### src/rtl/wb_bram_arbiter.sv
// Two-master Wishbone arbiter in front of a single wb_bram slave.
// Round-robin per bus cycle, with stalled-slave abort after TIMEOUT_CYCLES.
module wb_bram_arbiter #(
  parameter int TIMEOUT_CYCLES = 64
) (
  input  logic        clk,
  input  logic        rst_n,
  input  logic        i_m0_we,
  input  logic        i_m0_stb,
  input  logic        i_m0_cyc,
  input  logic [3:0]  i_m0_sel,
  input  logic [31:0] i_m0_adr,
  input  logic [31:0] i_m0_dat,
  output logic [31:0] o_m0_dat,
  output logic        o_m0_ack,
  output logic        o_m0_int,
  input  logic        i_m1_we,
  input  logic        i_m1_stb,
  input  logic        i_m1_cyc,
  input  logic [3:0]  i_m1_sel,
  input  logic [31:0] i_m1_adr,
  input  logic [31:0] i_m1_dat,
  output logic [31:0] o_m1_dat,
  output logic        o_m1_ack,
  output logic        o_m1_int,
  output logic        o_s_we,
  output logic        o_s_stb,
  output logic        o_s_cyc,
  output logic [3:0]  o_s_sel,
  output logic [31:0] o_s_adr,
  output logic [31:0] o_s_dat,
  input  logic [31:0] i_s_dat,
  input  logic        i_s_ack,
  input  logic        i_s_int,
  output logic [1:0]  o_grant,
  output logic        o_timeout
);

  localparam int CW = (TIMEOUT_CYCLES > 1) ? $clog2(TIMEOUT_CYCLES) : 1;
  localparam logic [CW-1:0] CNT_LAST = CW'((TIMEOUT_CYCLES > 0) ? TIMEOUT_CYCLES - 1 : 0);

  typedef enum logic [1:0] {IDLE, GNT0, GNT1, ABORT} state_t;

  typedef struct packed {
    logic        we;
    logic        stb;
    logic        cyc;
    logic [3:0]  sel;
    logic [31:0] adr;
    logic [31:0] dat;
  } wb_req_t;

  state_t        state;
  logic          last;  // master that owned the bus most recently
  logic          own;   // current owner, kept through ABORT
  logic [CW-1:0] cnt;
  wb_req_t       req0, req1, req_x;
  logic          in_gnt, timeout_hit;

  assign req0  = {i_m0_we, i_m0_stb, i_m0_cyc, i_m0_sel, i_m0_adr, i_m0_dat};
  assign req1  = {i_m1_we, i_m1_stb, i_m1_cyc, i_m1_sel, i_m1_adr, i_m1_dat};
  assign req_x = own ? req1 : req0;

  assign in_gnt      = (state == GNT0) || (state == GNT1);
  // An ack on the threshold cycle completes the transfer instead of aborting it.
  assign timeout_hit = (TIMEOUT_CYCLES != 0) && in_gnt && req_x.stb && !i_s_ack &&
                       (cnt == CNT_LAST);
  assign o_timeout   = timeout_hit;

  assign o_m0_int = i_s_int;
  assign o_m1_int = i_s_int;

  always_ff @(posedge clk or negedge rst_n) begin
    if (!rst_n) begin
      state <= IDLE;
      last  <= 1'b1;
      own   <= 1'b0;
      cnt   <= '0;
    end else begin
      case (state)
        IDLE: begin
          cnt <= '0;
          if (i_m0_cyc && (!i_m1_cyc || last)) begin
            state <= GNT0;
            own   <= 1'b0;
          end else if (i_m1_cyc) begin
            state <= GNT1;
            own   <= 1'b1;
          end
        end
        GNT0, GNT1: begin
          if (!req_x.cyc) begin
            state <= IDLE;
            last  <= own;
            cnt   <= '0;
          end else if (timeout_hit) begin
            state <= ABORT;
            cnt   <= '0;
          end else if (!req_x.stb || i_s_ack) begin
            cnt <= '0;
          end else if (cnt != '1) begin
            cnt <= cnt + 1'b1;
          end
        end
        ABORT: begin
          cnt <= '0;
          if (!req_x.stb) begin
            state <= IDLE;
            last  <= own;
          end
        end
        default: state <= IDLE;
      endcase
    end
  end

  always_comb begin
    {o_s_we, o_s_stb, o_s_cyc, o_s_sel, o_s_adr, o_s_dat} = '0;
    o_m0_ack = 1'b0;
    o_m1_ack = 1'b0;
    o_m0_dat = '0;
    o_m1_dat = '0;
    o_grant  = 2'b00;
    case (state)
      GNT0, GNT1: begin
        {o_s_we, o_s_stb, o_s_cyc, o_s_sel, o_s_adr, o_s_dat} = req_x;
        o_grant = own ? 2'b10 : 2'b01;
        if (own) begin
          o_m1_ack = i_s_ack;
          o_m1_dat = i_s_dat;
        end else begin
          o_m0_ack = i_s_ack;
          o_m0_dat = i_s_dat;
        end
      end
      ABORT: begin
        // Slave is cut off; the owner gets a dataless ack to close its strobe.
        o_grant = own ? 2'b10 : 2'b01;
        if (own) o_m1_ack = req_x.stb;
        else     o_m0_ack = req_x.stb;
      end
      default: ;
    endcase
  end

endmodule

### config.mk
export PLATFORM = sky130hd
export DESIGN_NAME = wb_bram_arbiter
export DESIGN_NICKNAME = d
export VERILOG_FILES = /design/src/rtl/wb_bram_arbiter.sv
export SDC_FILE = /design/constraint.sdc
export NUM_CORES = 1
export LEC_CHECK = 0
export BUFFER_PORTS_ARGS = -buffer_cell sky130_fd_sc_hd__buf_4
export CAP_MARGIN = 0
export CORE_AREA = 2 2 124 126
export DETAILED_ROUTE_END_ITERATION = 10
export DIE_AREA = 0 0 126 128
export PLACE_DENSITY_LB_ADDON = 0.2
export SLEW_MARGIN = 10
export SYNTH_ARGS = -nofsm -noshare
export SYNTH_HDL_FRONTEND = slang
export SYNTH_SLANG_ARGS = --single-unit
### constraint.sdc
create_clock -name clk -period 1.8 [get_ports clk]
set_input_delay 0.09 -clock clk [delete_from_list [all_inputs] [get_ports clk]]
set_output_delay 0.09 -clock clk [all_outputs]
set_load 0.005 [all_outputs]
==> out/metrics.yaml <==
critical_path:
  cp.required_ns: 1.71
  startpoint_type: "flop"
  timing.critical_path.fanout_max: 8
  end_kind: "output port"
  crit_type: "flop to output port"
  crit_arrival_ns: 1.75
sta:
  setup_viol: 16
  worst_pin_slew_ns: 0.295
  fin_crit_sh_pct: 102
  maxSlewViolCount: 0
  fmax_mhz: 543
  worst_slack_ns: -0.0401
  rsz0062_at_grt: "true"
  relSlewSlack_pct: 79.9
  skew_ns: 0.00104
  period_needed_ns: 1.84
  hold_violations: 0
cts:
  cts_buffers: 3
  tritoncts: "yes"
  clkSlewWorstSetupHoldPaths_ns: 0.04
  cts_sinks: 10
  root_buffer: "clkbuf_16"
  cts.htree.levels: 1
  cts_buffer_depth: 2
  clk_latency_ns: 0.24
detailed_routing:
  drt-met1-wl_mm: 5.04
  antenna_left: 0
  route.top_layer_used: "met4"
  wl_per_cell_um: 15.5
  drt_iter0_drc: 119
  dr_wl_met3_um: 598
  dr_wl_met2_mm: 6.53
  drc_errors: 0
  first_pass_iters: 4
  viasPerCell: 4.09
  vias: 3242
  routed_wl_mm: 12.3
floorplan:
  core-area_um2: 14900
  ios: 320
  die_w_um: 126
  dieArea_um2: 16100
  die_h_um: 128
  num_rows: 45
  initial_core_util_pct: 15.1
yosys:
  syn-cell-area_um2: 2250
  synth.distinct_cells: 30
  synth.avg_cell_area_um2: 7.70
  syn_nets: 473
  ys_warn_count: 0
  seq_area_frac_synth_pct: 11.2
  synth-seq-cells: 10
  synthesis.instances: 292
finish:
  layoutNonFillerInstCount: 793
  insertedDiodeCount: 0
  drive_gt1_share_pct: 62.3
  area_growth_pct: 136
  nNetsFinal: 787
placed_design:
  dp_cells: 777
  gp_congestion: 0.908
  portBuffers: 316
  dp_hpwl_mm: 9.60
grt:
  overflow: 0
  grtUsageTotal_pct: 13.4
  grt_max_degree: 59
  grt_pass1_wl_mm: 17.5
  grt_pass1_vias: 3048
  antenna_found_initial: 0
flow_run:
  cap_viol_max_count: 0
power:
  leakagePower_nw: 2.96
  power_per_cell_area_nw_per_um2: 1580
  peakVddDrop_mv: 0.901
  total_power_w: 0.00839
run_status:
  outcome: "finished with violations"
  violations: "negative setup slack"
min_path:
  hp-class: "input port to output port"
-- through the flow --
step                area (um^2)  util, %  TNS, ns  hold slack [ns]  setup WS [ns]
finish                     5300     35.7   -0.362            0.180        -0.0401
global route               5300     35.7    -1.61            0.180        -0.0944
CTS                        5100     34.3    -1.04            0.180        -0.0438
detailed placement         4850     32.7        0          -0.0680         0.0522
global placement           4850     32.7        0          -0.0693         0.0971
floorplan                  2250        -        0           -0.206          0.122
-- cells in the mapped netlist --
library cell  count  area (um^2)
nor3_1            1         5.00
clkbuf_1         18         67.6
mux2i_2           1         13.8
a22oi_1           1         7.51
mux2_1            1         11.3
mux2i_1          72          721
nand2_1           3         11.3
and3_1           32          200
mux2_2            1         11.3
inv_1             6         22.5
xor2_1            2         17.5
o21ai_0           3         15.0
nor2b_1          72          450
o21bai_1          1         7.51
xnor2_1           2         17.5
o211ai_1          1         7.51
nand3_1           2         10.0
dfstp_2           1         26.3
o221ai_1          1         8.76
buf_4             3         22.5
and2_1           33          206
nor4_4            1         21.3
nor2_1           10         37.5
buf_2             7         35.0
ha_1              3         37.5
or3_1             1         6.26
nand2b_1          2         12.5
a21o_1            1         7.51
dfrtp_1           9          225
a21oi_1           1         5.00
-- worst max-delay path: stages (launching register included) --
cell and delay (ns):
dfrtp_1 0.36, inv_2 0.06, ha_4 0.29, buf_6 0.11
nor2b_4 0.17, buf_6 0.14, clkbuf_16 0.15, and2_4 0.14
buf_6 0.08
-- logic make-up after synthesis --
logic type / share of synthesized area, %
buffers and inverters: 6.57
muxes: 33.7
xor gates and xnor gates: 1.56
adders and majority gates: 1.67
and+or+nand+nor: 42.7
DFF: 11.2
AOI/OAI and AO/OA: 2.62
-- placed cells by master, fill, tap and decap left out, types with 2 or more instances in the layout --
cell and n:
xnor2_1 2, buf_4 309, and2_4 22, o21ai_0 3, mux2i_1 72, inv_1 4, nor2b_1 70, dfrtp_1 8
nand2_1 3, and2_1 11, clkbuf_16 5, xor2_1 2, and3_1 32, ha_1 2, buf_6 19, buf_16 3
nor2_1 10, inv_2 2
-- layer usage --
layer / track usage (%) / vias to the layer above
met4: 2.33 / 0
met5: 0 / -
met1: 16.9 / 1501
li1: - / 1607
met3: 1.54 / 10
met2: 24.9 / 124
-- cell type report --
class / count / area, um^2
fill: 1556 / 9560
inverter: 6 / 22.5
clock buffer: 4 / 88.8
sequential: 10 / 255
tap: 188 / 235
multi-input combinational: 248 / 1950
timing repair buffer: 337 / 2740
-- repair_timing --
item,CTS,global route
hold endpoints to repair,10,0
endpoints found under the setup margin,42,80
pin swaps,0,16
hold buffers,1,0
gates resized for setup,12,45
buffers inserted,5,3
gates cloned,2,2
-- report_power, final --
part | switching [W] | leakage, nW | internal, W
registers | 0.0000447 | 0.129 | 0.000295
logic | 0.00313 | 2.79 | 0.00448
clock network | 0.000107 | 0.0442 | 0.000334
total | 0.00328 | 2.96 | 0.00511
-- sequential cells by signal (all words and copies together), names as in the netlist --
signal  count
cnt         6
last        1
own         1
state       2
-- worst paths after layout --
| path | from | endpoint | slack, ns | cells after the start |
|---|---|---|---|---|
| setup reg to reg | state[1] | state[0] | 0.10 | 7 |
| setup / recovery | state[1] | o_m0_dat[4] | -0.04 | 8 |
| min in group asynchronous | rst_n | cnt[5] | 0.23 | 2 |
| hold / removal | i_s_int | o_m1_int | 0.18 | 0 |
| hold reg to reg | cnt[0] | cnt[0] | 0.46 | 1 |
| max in group asynchronous | rst_n | last | 1.35 | 2 |
Power figures use the tool's default switching activity.
